File: src/rtl/countdown_timer.sv
// countdown_timer: MM:SS preset countdown in centiseconds with a six-digit
// active-low 7-segment display. key0 starts/pauses, key1 loads the preset,
// and done is raised once the count has decremented to 00:00.00.
module countdown_timer #(
  parameter int CLK_HZ  = 50000000,
  parameter int TICK_HZ = 100
) (
  input  logic       clk,
  input  logic       rst,
  input  logic       key0_in,
  input  logic       key1_in,
  input  logic [7:0] preset_min,
  input  logic [7:0] preset_sec,
  output logic [6:0] min1,
  output logic [6:0] min2,
  output logic [6:0] sec1,
  output logic [6:0] sec2,
  output logic [6:0] ms1,
  output logic [6:0] ms2,
  output logic       running,
  output logic       done
);

  localparam int DIV = CLK_HZ / TICK_HZ;
  localparam int PW  = (DIV > 2) ? $clog2(DIV) : 1;
  localparam logic [PW-1:0] PRESC_LAST = PW'(DIV - 1);

  typedef enum logic [1:0] {S_IDLE, S_RUN, S_DONE} state_t;

  state_t        state;
  logic [PW-1:0] presc;

  logic [3:0] min_t, min_u, sec_t, sec_u, cs_t, cs_u;
  logic [3:0] dec_min_t, dec_min_u, dec_sec_t, dec_sec_u, dec_cs_t, dec_cs_u;
  logic [3:0] ld_min_t, ld_min_u, ld_sec_t, ld_sec_u;

  logic k0_meta, k0_sync, k0_prev;
  logic k1_meta, k1_sync, k1_prev;
  logic key0_press, key1_press;
  logic count_zero, count_one, tick;

  // Two-flop synchronizers plus a delayed copy for falling-edge detection;
  // keys idle high, so everything resets to 1 to avoid a phantom press.
  always_ff @(posedge clk or negedge rst) begin
    if (!rst) begin
      k0_meta <= 1'b1;
      k0_sync <= 1'b1;
      k0_prev <= 1'b1;
      k1_meta <= 1'b1;
      k1_sync <= 1'b1;
      k1_prev <= 1'b1;
    end else begin
      k0_meta <= key0_in;
      k0_sync <= k0_meta;
      k0_prev <= k0_sync;
      k1_meta <= key1_in;
      k1_sync <= k1_meta;
      k1_prev <= k1_sync;
    end
  end

  assign key0_press = k0_prev & ~k0_sync;
  assign key1_press = k1_prev & ~k1_sync;

  assign count_zero = (min_t == 4'd0) && (min_u == 4'd0) && (sec_t == 4'd0) &&
                      (sec_u == 4'd0) && (cs_t == 4'd0) && (cs_u == 4'd0);
  assign count_one  = (min_t == 4'd0) && (min_u == 4'd0) && (sec_t == 4'd0) &&
                      (sec_u == 4'd0) && (cs_t == 4'd0) && (cs_u == 4'd1);
  assign tick       = (state == S_RUN) && (presc == PRESC_LAST);

  // Preset digits clamped to legal BCD; seconds tens never exceeds 5.
  always_comb begin
    ld_min_t = (preset_min[7:4] > 4'd9) ? 4'd9 : preset_min[7:4];
    ld_min_u = (preset_min[3:0] > 4'd9) ? 4'd9 : preset_min[3:0];
    ld_sec_t = (preset_sec[7:4] > 4'd5) ? 4'd5 : preset_sec[7:4];
    ld_sec_u = (preset_sec[3:0] > 4'd9) ? 4'd9 : preset_sec[3:0];
  end

  // One-centisecond BCD decrement; each digit borrows from the next only
  // when every lower digit wraps.
  always_comb begin
    dec_min_t = min_t;
    dec_min_u = min_u;
    dec_sec_t = sec_t;
    dec_sec_u = sec_u;
    dec_cs_t  = cs_t;
    dec_cs_u  = cs_u;
    if (cs_u != 4'd0) begin
      dec_cs_u = cs_u - 4'd1;
    end else begin
      dec_cs_u = 4'd9;
      if (cs_t != 4'd0) begin
        dec_cs_t = cs_t - 4'd1;
      end else begin
        dec_cs_t = 4'd9;
        if (sec_u != 4'd0) begin
          dec_sec_u = sec_u - 4'd1;
        end else begin
          dec_sec_u = 4'd9;
          if (sec_t != 4'd0) begin
            dec_sec_t = sec_t - 4'd1;
          end else begin
            dec_sec_t = 4'd5;
            if (min_u != 4'd0) begin
              dec_min_u = min_u - 4'd1;
            end else begin
              dec_min_u = 4'd9;
              dec_min_t = (min_t != 4'd0) ? (min_t - 4'd1) : 4'd9;
            end
          end
        end
      end
    end
  end

  // Control FSM: owns the state, prescaler, count digits and status flags.
  // A key0 press is checked before the tick so a simultaneous press pauses
  // without decrementing.
  always_ff @(posedge clk or negedge rst) begin
    if (!rst) begin
      state   <= S_IDLE;
      presc   <= '0;
      min_t   <= 4'd0;
      min_u   <= 4'd0;
      sec_t   <= 4'd0;
      sec_u   <= 4'd0;
      cs_t    <= 4'd0;
      cs_u    <= 4'd0;
      running <= 1'b0;
      done    <= 1'b0;
    end else begin
      case (state)
        S_IDLE: begin
          if (key1_press) begin
            min_t <= ld_min_t;
            min_u <= ld_min_u;
            sec_t <= ld_sec_t;
            sec_u <= ld_sec_u;
            cs_t  <= 4'd0;
            cs_u  <= 4'd0;
          end else if (key0_press && !count_zero) begin
            state   <= S_RUN;
            presc   <= '0;
            running <= 1'b1;
          end
        end
        S_RUN: begin
          if (key0_press) begin
            state   <= S_IDLE;
            presc   <= '0;
            running <= 1'b0;
          end else if (tick) begin
            presc <= '0;
            min_t <= dec_min_t;
            min_u <= dec_min_u;
            sec_t <= dec_sec_t;
            sec_u <= dec_sec_u;
            cs_t  <= dec_cs_t;
            cs_u  <= dec_cs_u;
            if (count_one) begin
              state   <= S_DONE;
              running <= 1'b0;
              done    <= 1'b1;
            end
          end else begin
            presc <= presc + 1'b1;
          end
        end
        S_DONE: begin
          if (key1_press) begin
            min_t <= ld_min_t;
            min_u <= ld_min_u;
            sec_t <= ld_sec_t;
            sec_u <= ld_sec_u;
            cs_t  <= 4'd0;
            cs_u  <= 4'd0;
            state <= S_IDLE;
            done  <= 1'b0;
          end else if (key0_press) begin
            state <= S_IDLE;
            done  <= 1'b0;
          end
        end
        default: begin
          state   <= S_IDLE;
          running <= 1'b0;
          done    <= 1'b0;
        end
      endcase
    end
  end

  function automatic logic [6:0] seg7(input logic [3:0] d);
    case (d)
      4'd0:    seg7 = 7'b1000000;
      4'd1:    seg7 = 7'b1111001;
      4'd2:    seg7 = 7'b0100100;
      4'd3:    seg7 = 7'b0110000;
      4'd4:    seg7 = 7'b0011001;
      4'd5:    seg7 = 7'b0010010;
      4'd6:    seg7 = 7'b0000010;
      4'd7:    seg7 = 7'b1111000;
      4'd8:    seg7 = 7'b0000000;
      4'd9:    seg7 = 7'b0010000;
      default: seg7 = 7'b1111111;
    endcase
  endfunction

  assign min1 = seg7(min_t);
  assign min2 = seg7(min_u);
  assign sec1 = seg7(sec_t);
  assign sec2 = seg7(sec_u);
  assign ms1  = seg7(cs_t);
  assign ms2  = seg7(cs_u);

endmodule

File: config.mk
export PLATFORM = sky130hd
export DESIGN_NAME = countdown_timer
export DESIGN_NICKNAME = d
export VERILOG_FILES = /design/src/rtl/countdown_timer.sv
export SDC_FILE = /design/constraint.sdc
export NUM_CORES = 1
export LEC_CHECK = 0
export ABC_CLOCK_PERIOD_IN_PS = 3100
export CAP_MARGIN = 30
export CORE_ASPECT_RATIO = 1.75
export CORE_UTILIZATION = 50
export DETAILED_ROUTE_END_ITERATION = 8
export PLACE_DENSITY = 0.75
export SYNTH_ARGS = -nofsm -noshare
export SYNTH_HDL_FRONTEND = slang
export SYNTH_SLANG_ARGS = --single-unit
File: constraint.sdc
create_clock -name clk -period 3.1 [get_ports clk]
set_input_delay 0.62 -clock clk [delete_from_list [all_inputs] [get_ports clk]]
set_output_delay 0.62 -clock clk [all_outputs]
set_load 0.02 [all_outputs]
== Word level (Yosys, flattened, before mapping) ==
Memories as Yosys holds them, arrays and structs flattened.
Index checks and enable logic that the tools add are counted.

* Input bits: 20
* Bits in read-only memories: 672
* Output and inout bits: 44
* Memories kept: 6
* Register bits: 53
* Word-level logic and storage cells: 165

* Multiplexer cells: 73
* Add/subtract/negate cells: 7
* Reductions and logical operators: 35
* Bitwise operators: 6
* Order comparisons: 4
* Eq/ne operators: 18

{| class="wikitable"
|+ Memories
! memory !! depth !! width !! read ports !! clocked after memory_dff !! wr ports !! RTL line !! RTL
|-
| (no name shown) || 16 || 7 || 1 || 0 || 0 || 194 || <nowiki>case (d)</nowiki>
|-
| (no name shown) || 16 || 7 || 1 || 0 || 0 || 194 ||
|-
| (no name shown) || 16 || 7 || 1 || 0 || 0 || 194 ||
|-
| (no name shown) || 16 || 7 || 1 || 0 || 0 || 194 ||
|-
| (no name shown) || 16 || 7 || 1 || 0 || 0 || 194 ||
|-
| (no name shown) || 16 || 7 || 1 || 0 || 0 || 194 ||
|}

{| class="wikitable"
|+ Operators by type and width
! operator !! count
|-
| two-way mux 4 bit || 42
|-
| two-way mux 19 bit || 4
|-
| one-hot mux 4 bit (2 select lines) || 6
|-
| one-hot mux 19 bit (2 select lines) || 1
|-
| logical NOT 4 bit || 6
|-
| nonzero test 4 bit || 6
|-
| subtractor 4 x 1 -> 4 bit (second input constant) || 6
|-
| != test 2 bit (second input constant) || 10
|-
| AND reduction 5 bit || 4
|-
| adder 19 x 1 -> 19 bit (second input constant) || 1
|-
| equality test 19 bit (second input constant) || 1
|-
| two-way mux 2 bit || 7
|-
| > comparator 4 bit (second input constant) || 3
|-
| two-way mux 1 bit || 10
|-
| != test 3 bit (second input constant) || 3
|-
| AND reduction 9 bit || 1
|-
| logical AND 1 bit || 8
|-
| AND reduction 8 bit || 1
|-
| AND reduction 7 bit || 1
|-
| one-hot mux 1 bit (3 select lines) || 2
|-
| one-hot mux 2 bit (3 select lines) || 1
|-
| AND reduction 6 bit || 1
|-
| equality test 4 x 1 -> 1 bit (second input constant) || 1
|-
| > comparator 4 x 3 -> 1 bit (second input constant) || 1
|-
| 11 further kinds || 16
|}

== Depth between registers and ports, before layout ==
Gate-level depths: netlist of run 1.

* Depth in word-level cells: 11
* Gate-level depth with buffers: 8
* Gate-level depth less buffers: 7

== Worst setup path before layout of run 1 ==
OpenSTA, ideal clock, no wires.

* Kind: reg2reg
* Start: reg sec_t[1]
* End: reg state[0]
* Period minus slack after synthesis: 2.577 ns
* Stages on the path, launching flop included: 8
* Path buffers: 0
* Data arrival time: 2.445 ns
* Library setup time: 0.132 ns
* Required time: 2.968 ns
* Slack: 0.523 ns
* Cells stage by stage: dfrtp_1 inv_1 ha_1 or3b_2 or4_4 or3_4 a31oi_2 o31ai_1

* Word-level cells in the longest chain between the ends: 9
* Elaborated cells between the ends (all ways): 11
* Classes of those cells: eq/ne (2); reduce/logical (9)

{| class="wikitable"
|+ RTL lines
! element !! RTL line !! RTL
|-
| start: declaration || 33 || <nowiki>logic [3:0] min_t, min_u, sec_t, sec_u, cs_t, cs_u;</nowiki>
|-
| start signal: assignment || 137 || <nowiki>sec_t <= ld_sec_t;</nowiki>
|-
| start signal: assignment || 156 || <nowiki>sec_t <= dec_sec_t;</nowiki>
|-
| start signal: assignment || 173 || <nowiki>sec_t <= ld_sec_t;</nowiki>
|-
| logical NOT 4 bit * || 65, 67 ||
|-
| logical AND 1 bit * (2 in series) || 65, 67 ||
|-
| logical AND 1 bit * || 66, 68 ||
|-
| logical AND 1 bit || 66 || <nowiki>(sec_u == 4'd0) && (cs_t == 4'd0) && (cs_u == 4'd0);</nowiki>
|-
| logical NOT 1 bit || 141 || <nowiki>end else if (key0_press && !count_zero) begin</nowiki>
|-
| logical AND 1 bit || 141 ||
|-
| != test 2 bit (no line) || - ||
|-
| AND reduction 5 bit (no line) * || - ||
|-
| end signal: assignment || 142 || <nowiki>state <= S_RUN;</nowiki>
|-
| end signal: assignment || 149 || <nowiki>state <= S_IDLE;</nowiki>
|-
| end signal: assignment || 161 || <nowiki>state <= S_DONE;</nowiki>
|-
| end: declaration || 30 || <nowiki>state_t state;</nowiki>
|}

Mark *: on every way between the ends. The rest lies on a longest branch, timed or not.
A chain may end at the register's enable or synchronous reset.

== Final worst setup path of run 1 ==
* Start: reg sec_u[1]
* End: out sec2[0]

* Word-level cells in the longest chain between the ends: 1

{| class="wikitable"
|+ RTL lines
! element !! RTL line !! RTL
|-
| start: declaration || 33 ||
|-
| start signal: assignment || 138 || <nowiki>sec_u <= ld_sec_u;</nowiki>
|-
| start signal: assignment || 157 || <nowiki>sec_u <= dec_sec_u;</nowiki>
|-
| start signal: assignment || 174 || <nowiki>sec_u <= ld_sec_u;</nowiki>
|-
| memory read (16 x 7 bit) || - ||
|-
| end: declaration || 17 || <nowiki>output logic [6:0] sec2,</nowiki>
|}

No other way between the ends.

==> run_results.csv, run 1 <==
group,metric,value,unit
timing,fin_hold_ws,0.236,ns
place,dp.cells,625,
routing,vias_per_cell,6.02,
finish,syn2layout_area_growth,21.2,%
cts,cts_hold_buf,0,
yosys,ys_seq_elements,53,
timing,max_freq,347,MHz
finish,final_core_util,63.5,%
worst_setup_path,ff2ff_path_depth,7,
timing,final_max_slew_viol_count,0,
yosys,synth_top_area_share,29.5,%
routing,dr.pass1.iters,4,
place,dp_hpwl,7380,um
floorplanning,ios,64,
hold_path,hp-class,"primary input to asynchronous set/reset pin",
finish,fin_cells,633,
timing,maxSlewHeadroom,58.8,%
timing,rsz0062_at_grt,"no",
global_route,grt_pass1_vias,3766,
yosys,synth_edf_count,0,
worst_setup_path,timing.rr.start,"sec_t[1]",
floorplanning,initial_core_util,52.4,%
yosys,syn-mean-instance-area,8.11,sq um
power_and_ir_drop,seq_power_share,24.4,%
floorplanning,rows,42,
power_and_ir_drop,power-per-cell-area,944,mW/mm^2
place,place.port_buffers,63,
routing,vias,3811,
routing,drtIter0Drc,129,
yosys,seq_area_frac_synth,33.4,%
worst_setup_path,cpPeakStageDelay,0.54,ns
yosys,synth_nets,543,
routing,drc,0,
routing,drt_wl_total,9630,um
yosys,synth_top_cell_by_area,"dfrtp_1",
routing,routedWlPerCell,15.2,um
routing,ant_nets,0,
power_and_ir_drop,power.total,4.56,mW
worst_setup_path,crit_start,"sec_u[1]",
job,maxCapViolations,0,
floorplanning,die_w,69.5,um
cts,numCtsBuffers,5,
yosys,ys_types,58,
worst_setup_path,end_kind,"output pin",
finish,nNetsFinal,595,
outcome,status,"complete, no violations",
power_and_ir_drop,internal_power,2.50,mW
worst_setup_path,path_class,"flop to output pin",
power_and_ir_drop,p_leak,2.19,nW
timing,tightest_slew,0.619,ns
floorplanning,coreArea,0.00762,sq mm
global_route,antenna_found_initial,0,
cts,cts.path.max_buffers,2,
cts,path_clk_slew,0.07,ns
worst_setup_path,start_kind,"flop",
power_and_ir_drop,clockPowerShare,12.7,%
worst_setup_path,cp.depth,7,
yosys,syn_area,0.00399,sq mm
worst_setup_path,r2r_setup_slack,0.32,ns
yosys,ys.flop_type,"dfrtp_1",
finish,insertedDiodeCount,0,
place,post-place-ws,0.337,ns
floorplanning,die_height,120,um
cts,cts_setup_buffers,0,
yosys,synthArstFlopShare,100,%
yosys,ys.warnings.count,0,
worst_setup_path,worstSetupEndpoint,"sec2[0]",
cts,cts-root-buf,"clkbuf_16",
cts,cts_resized,0,
place,placed_area,0.00468,sq mm
timing,setup_viol,0,
worst_setup_path,slowest_stage,"clkdlybuf4s50_1",
yosys,synthCells,492,
timing,period_minus_slack,2.89,ns
timing,setup_tns,0,ns
cts,clk_latency,0.29,ns
power_and_ir_drop,power.switching,2.06,mW
yosys,synth.area.top_cells,"dfrtp_1 (29%), ha_1 (9.7%), a21oi_1 (7.0%)",
worst_setup_path,critPathMaxFanout,7,
timing,fin_crit_sh,93.1,%
global_route,grt_use_total,23.5,%
worst_setup_path,path_cells,"inv_1, buf_4, ha_1, or2_2, a21oi_1, nor2_1, clkdlybuf4s50_1",
worst_setup_path,critical_path_buf_inv_count,3,
global_route,grt_max_degree,39,
power_and_ir_drop,p_sw_share,45.1,%
worst_setup_path,crit_required,2.48,ns
cts,cts_tree,"built",
finish,final_layout_size_suffix_gt1_share,8.07,%
power_and_ir_drop,combPwrFrac,62.9,%
global_route,overflow,0,
cts,htree_levels,2,
floorplanning,dieArea,0.00836,sq mm
worst_setup_path,r2r_end,"state[0]",
timing,finalClockSkew,0.00551,ns
cts,cts.sinks,53,
power_and_ir_drop,ir_drop,0.416,mV
timing,fin_ws,0.214,ns
timing,hold_viol_final,0,
place,gp_congestion,0.897,
finish,final_cell_area,0.00484,sq mm
worst_setup_path,critPathTopFamily,"buffers and inverters",
worst_setup_path,cp.arrival,2.27,ns
global_route,grt_pass1_wl,16400,um
power by group through the flow:
stage	clock (mW)	sequential (mW)	combinational (mW)
detailed placement	0	1.12	2.87
global route	0.616	1.15	3.13
finish	0.578	1.12	2.87
global placement	0	1.10	2.84
floorplan	0	0.975	1.89
CTS	0.589	1.11	2.88
cells by family (layout without fill, tap and decap cells):
group	after synthesis	in the layout	share of synthesized area [%]
adders and majority gates	31	31	9.72
and+or+nand+nor	183	183	22.4
buffers and inverters	53	106	5.24
AOI/OAI and AO/OA	148	148	23.4
DFF	53	53	33.4
xor gates and xnor gates	8	8	1.76
muxes	16	16	4.08
placed cells by master (no fill, tap or decap), drive strengths merged, types with 4 or more instances in the layout:
master,synthesis,final
dfstp,6,6
a21o,5,5
xor2,7,7
ha,31,31
o41ai,4,4
and3,4,4
nand3,10,10
a31oi,26,26
and4,4,4
nand2b,5,5
dfrtp,47,47
or2,6,6
nor4,5,5
inv,26,26
buf,4,9
nor2,61,61
a21oi,56,56
or3b,6,6
o21ai,26,26
o21a,4,4
nand2,50,50
nor3,10,10
clkbuf,22,7
or3,10,10
mux2i,14,14
nand4,5,5
clkdlybuf4s50,0,62
worst min path at each step:
stage / start / end / slack [ns]
floorplan: rst / cs_t[0] / 0.32
global placement: k0_meta / k0_sync / 0.35
detailed placement: k1_meta / k1_sync / 0.35
CTS: rst / cs_u[3] / 0.24
global route: rst / cs_u[3] / 0.26
finish: rst / cs_u[3] / 0.24
cells in the mapped netlist (6+ instances only):
cell type and n:
nor3_1 10, or2_2 6, nor2_1 61, dfstp_2 6, inv_1 26, a31oi_1 25, mux2i_1 14, dfrtp_1 47
ha_1 31, nand2_1 50, nand3_1 10, a21oi_1 56, or3_1 9, o21ai_0 26, clkbuf_1 22, xor2_1 7
per-layer routing:
metal | track usage, % | routed length, um | vias up
met4 | 9.18 | 219 | 0
met5 | 0 | 0 | -
met2 | 44.7 | 5350 | 98
li1 | - | - | 1874
met1 | 26.4 | 3750 | 1817
met3 | 2.42 | 305 | 22
state kept, by name, summed over array words and instances, names as in the netlist:
signal,flops
sec_t,4
running,1
min_t,4
k0_meta,1
min_u,4
k0_sync,1
sec_u,4
k1_meta,1
cs_t,4
k1_prev,1
k1_sync,1
state,2
k0_prev,1
cs_u,4
done,1
presc,19
worst register-to-register path: cells and delay by family (launching register included):
family / cells / cell delay (ns)
flip-flops: 1 / 0.42
adder cells (fa/ha/maj): 1 / 0.27
AO/OA/AOI/OAI: 2 / 0.31
buffers and inverters: 1 / 0.20
AND/OR/NAND/NOR: 3 / 1.44
area by class of cell:
class | count | area [sq um]
repair buffers | 71 | 686
flip-flops and latches | 53 | 1330
clock inverters | 1 | 5.00
inverters | 27 | 101
clock buffers | 7 | 153
fillers | 669 | 2780
multi-input cells | 386 | 2450
well taps | 88 | 110
No activity file was read; power rests on OpenSTA's default activity.
==> run 2, diff against run 1 <==
==> config.mk (replaced) <==
export PLATFORM = sky130hd
export DESIGN_NAME = countdown_timer
export DESIGN_NICKNAME = d
export VERILOG_FILES = /design/src/rtl/countdown_timer.sv
export SDC_FILE = /design/constraint.sdc
export NUM_CORES = 1
export LEC_CHECK = 0
export ABC_CLOCK_PERIOD_IN_PS = 2600
export CAP_MARGIN = 30
export CORE_ASPECT_RATIO = 1.75
export CORE_UTILIZATION = 49
export DETAILED_ROUTE_END_ITERATION = 8
export PLACE_DENSITY = 0.77
export SYNTH_ARGS = -nofsm -noshare
export SYNTH_HDL_FRONTEND = slang
export SYNTH_SLANG_ARGS = --single-unit
==> constraint.sdc (replaced) <==
create_clock -name clk -period 2.6 [get_ports clk]
set_input_delay 0.52 -clock clk [delete_from_list [all_inputs] [get_ports clk]]
set_output_delay 0.52 -clock clk [all_outputs]
set_load 0.02 [all_outputs]
==> run 2 against run 1 <==
  * Cell count grew 5.2%
  * Global-route usage rose by 1.1 points
  * Critical path depth did not move
  * Wire length rose by 8.4%
  * Hold slack got worse by 0.089 ns
  * Total power grew 27%
  * Non-clock buffer count increased by 31
  * Utilization up 1.5 points
  * Sequential power increased by 9%
  * Clock power is 45% higher
==> run_results.csv, run 2 (synthesis gave the netlist of run 1 again) <==
group,metric,value,unit
floorplanning,die_w,70.2,um
timing,hold_viol_final,0,
routing,dr.pass1.iters,5,
timing,finalClockSkew,0.00671,ns
routing,drc,0,
place,dp.cells,652,
hold_path,hp-class,"primary input to asynchronous set/reset pin",
cts,cts_tree,"built",
worst_setup_path,ff2ff_path_depth,7,
power_and_ir_drop,combPwrFrac,64.4,%
cts,htree_levels,2,
place,place.port_buffers,63,
routing,drt_wl_total,10400,um
cts,cts.sinks,53,
global_route,antenna_found_initial,0,
global_route,grt_pass1_wl,17200,um
routing,vias,3974,
worst_setup_path,cp.arrival,2.71,ns
floorplanning,dieArea,0.00852,sq mm
finish,insertedDiodeCount,0,
worst_setup_path,crit_start,"sec_u[0]",
timing,final_max_slew_viol_count,0,
cts,cts.path.max_buffers,2,
power_and_ir_drop,p_sw_share,43.8,%
worst_setup_path,start_kind,"flop",
power_and_ir_drop,power-per-cell-area,1130,mW/mm^2
routing,drtIter0Drc,152,
cts,cts-root-buf,"clkbuf_16",
place,post-place-ws,0.0449,ns
floorplanning,rows,43,
finish,fin_cells,666,
routing,wl_met1,3950,um
cts,numCtsBuffers,5,
timing,maxSlewHeadroom,63.2,%
timing,max_freq,394,MHz
worst_setup_path,crit_required,2.77,ns
routing,top_layer,"met4",
floorplanning,coreArea,0.00791,sq mm
worst_setup_path,r2r_setup_slack,0.06,ns
power_and_ir_drop,clockPowerShare,14.5,%
worst_setup_path,r2r_end,"state[0]",
finish,final_layout_size_suffix_gt1_share,14.4,%
worst_setup_path,worstSetupEndpoint,"state[0]",
finish,largest_register_ffs,19,
power_and_ir_drop,p_leak,2.42,nW
finish,final_common_cell,"nor2_1",
worst_setup_path,path_class,"flop to flop",
routing,vias_per_cell,5.97,
finish,final_cell_mix,"nor2_1 (61), a21oi_1 (55), nand2_1 (50)",
finish,syn2layout_area_growth,28.7,%
place,gp_congestion,0.910,
power_and_ir_drop,power.switching,2.54,mW
place,dp_hpwl,8020,um
timing,tightest_slew,0.550,ns
floorplanning,die_height,121,um
power_and_ir_drop,internal_power,3.26,mW
timing,setup_viol,0,
power_and_ir_drop,ir_drop,0.599,mV
job,maxCapViolations,0,
worst_setup_path,critPathMaxFanout,4,
timing,period_minus_slack,2.54,ns
finish,nFillCells,663,
floorplanning,initial_core_util,50.5,%
global_route,grt_pass1_vias,3849,
floorplanning,ios,64,
routing,ant_nets,0,
cts,clk_latency,0.29,ns
power_and_ir_drop,seq_power_share,21.1,%
worst_setup_path,end_kind,"flop",
timing,fin_ws,0.0630,ns
finish,nNetsFinal,626,
routing,met2WireLength,6030,um
global_route,overflow,0,
routing,wl_met3,226,um
outcome,status,"complete, no violations",
finish,final_core_util,64.9,%
global_route,grt_use_total,24.6,%
timing,fin_crit_sh,97.6,%
routing,routedWlPerCell,15.7,um
worst_setup_path,timing.rr.start,"sec_u[0]",
timing,fin_hold_ws,0.146,ns
cts,path_clk_slew,0.07,ns
cts,cts_hold_buf,0,
finish,top_register,"presc",
global_route,grt_max_degree,25,
run 2: changes by cell type in the layout (fill, tap and decap cells not counted), moves of 2 or more:
cell             change
inv_2                +3
clkdlybuf4s50_1     -18
dlygate4sd2_1       +12
inv_1                -2
dfrtp_2              +3
dlymetal6s2s_1       +6
buf_4               +30
dfrtp_1              -3
clkbuf_8             -2
bufinv_16            +2
run 2: layout make-up:
| cell class | count | area, sq um | area share (%) |
|---|---|---|---|
| sequential | 53 | 1340 | 26.0 |
| clock buffer | 5 | 125 | 2.44 |
| multi-input combinational | 386 | 2460 | 48.0 |
| tap | 90 | 113 | 2.19 |
| inverter | 27 | 101 | 1.97 |
| timing repair buffer | 102 | 931 | 18.1 |
| clock inverter | 3 | 65.1 | 1.27 |
run 2: worst max-delay path, stage by stage (launching register included):
cell,delay [ns]
dfrtp_1,0.43
inv_2,0.10
ha_1,0.16
or3b_4,0.40
or4_4,0.59
or3_4,0.44
a31oi_4,0.20
o31ai_1,0.09
run 2: worst min path at each step:
stage	startpoint	end	slack [ns]	cells after the start
CTS	rst	cs_u[2]	0.16	1
finish	rst	cs_u[2]	0.15	1
floorplan	rst	cs_t[0]	0.22	0
global placement	k1_meta	k1_sync	0.35	0
global route	rst	cs_u[2]	0.17	1
detailed placement	k0_meta	k0_sync	0.35	0
run 2: power groups by stage:
stage	Clock [mW]	Combinational (mW)	Sequential [mW]
2_1_floorplan	0	2.25	1.16
3_3_place_gp	0	3.69	1.22
3_5_place_dp	0	3.76	1.24
4_1_cts	0.843	3.68	1.22
5_1_grt	0.869	4.09	1.25
6_report	0.838	3.73	1.22
run 2: metrics by stage:
step	TNS (ns)	cell area [sq um]	total power, mW
final	0	5130	5.80
after global routing	-0.0158	5130	6.21
after CTS	0	5060	5.74
after detailed placement	0	4880	5.00
after global placement	0	4880	4.91
after floorplan	0	3990	3.41
run 2: layer usage:
| metal | vias up | track usage, % |
|---|---|---|
| met2 | 93 | 49.5 |
| met1 | 1928 | 26.1 |
| met4 | 0 | 8.25 |
| met3 | 21 | 1.91 |
| li1 | 1932 | - |
| met5 | - | 0 |
run 2: what timing repair did:
action                                  CTS  global route
pin swaps                                 0             1
gates resized for setup                  13            14
endpoints found under the setup margin   12            25
setup buffers                             0             6
==> run 3, diff against run 2 <==
--- a/config.mk
+++ b/config.mk
@@ -14,3 +14,4 @@
 export SYNTH_ARGS = -nofsm -noshare
 export SYNTH_HDL_FRONTEND = slang
 export SYNTH_SLANG_ARGS = --single-unit
+export TNS_END_PERCENT = 50
==> results of run 3 <==
Same layout as run 2: the final DEF is identical, and so are final timing and power.
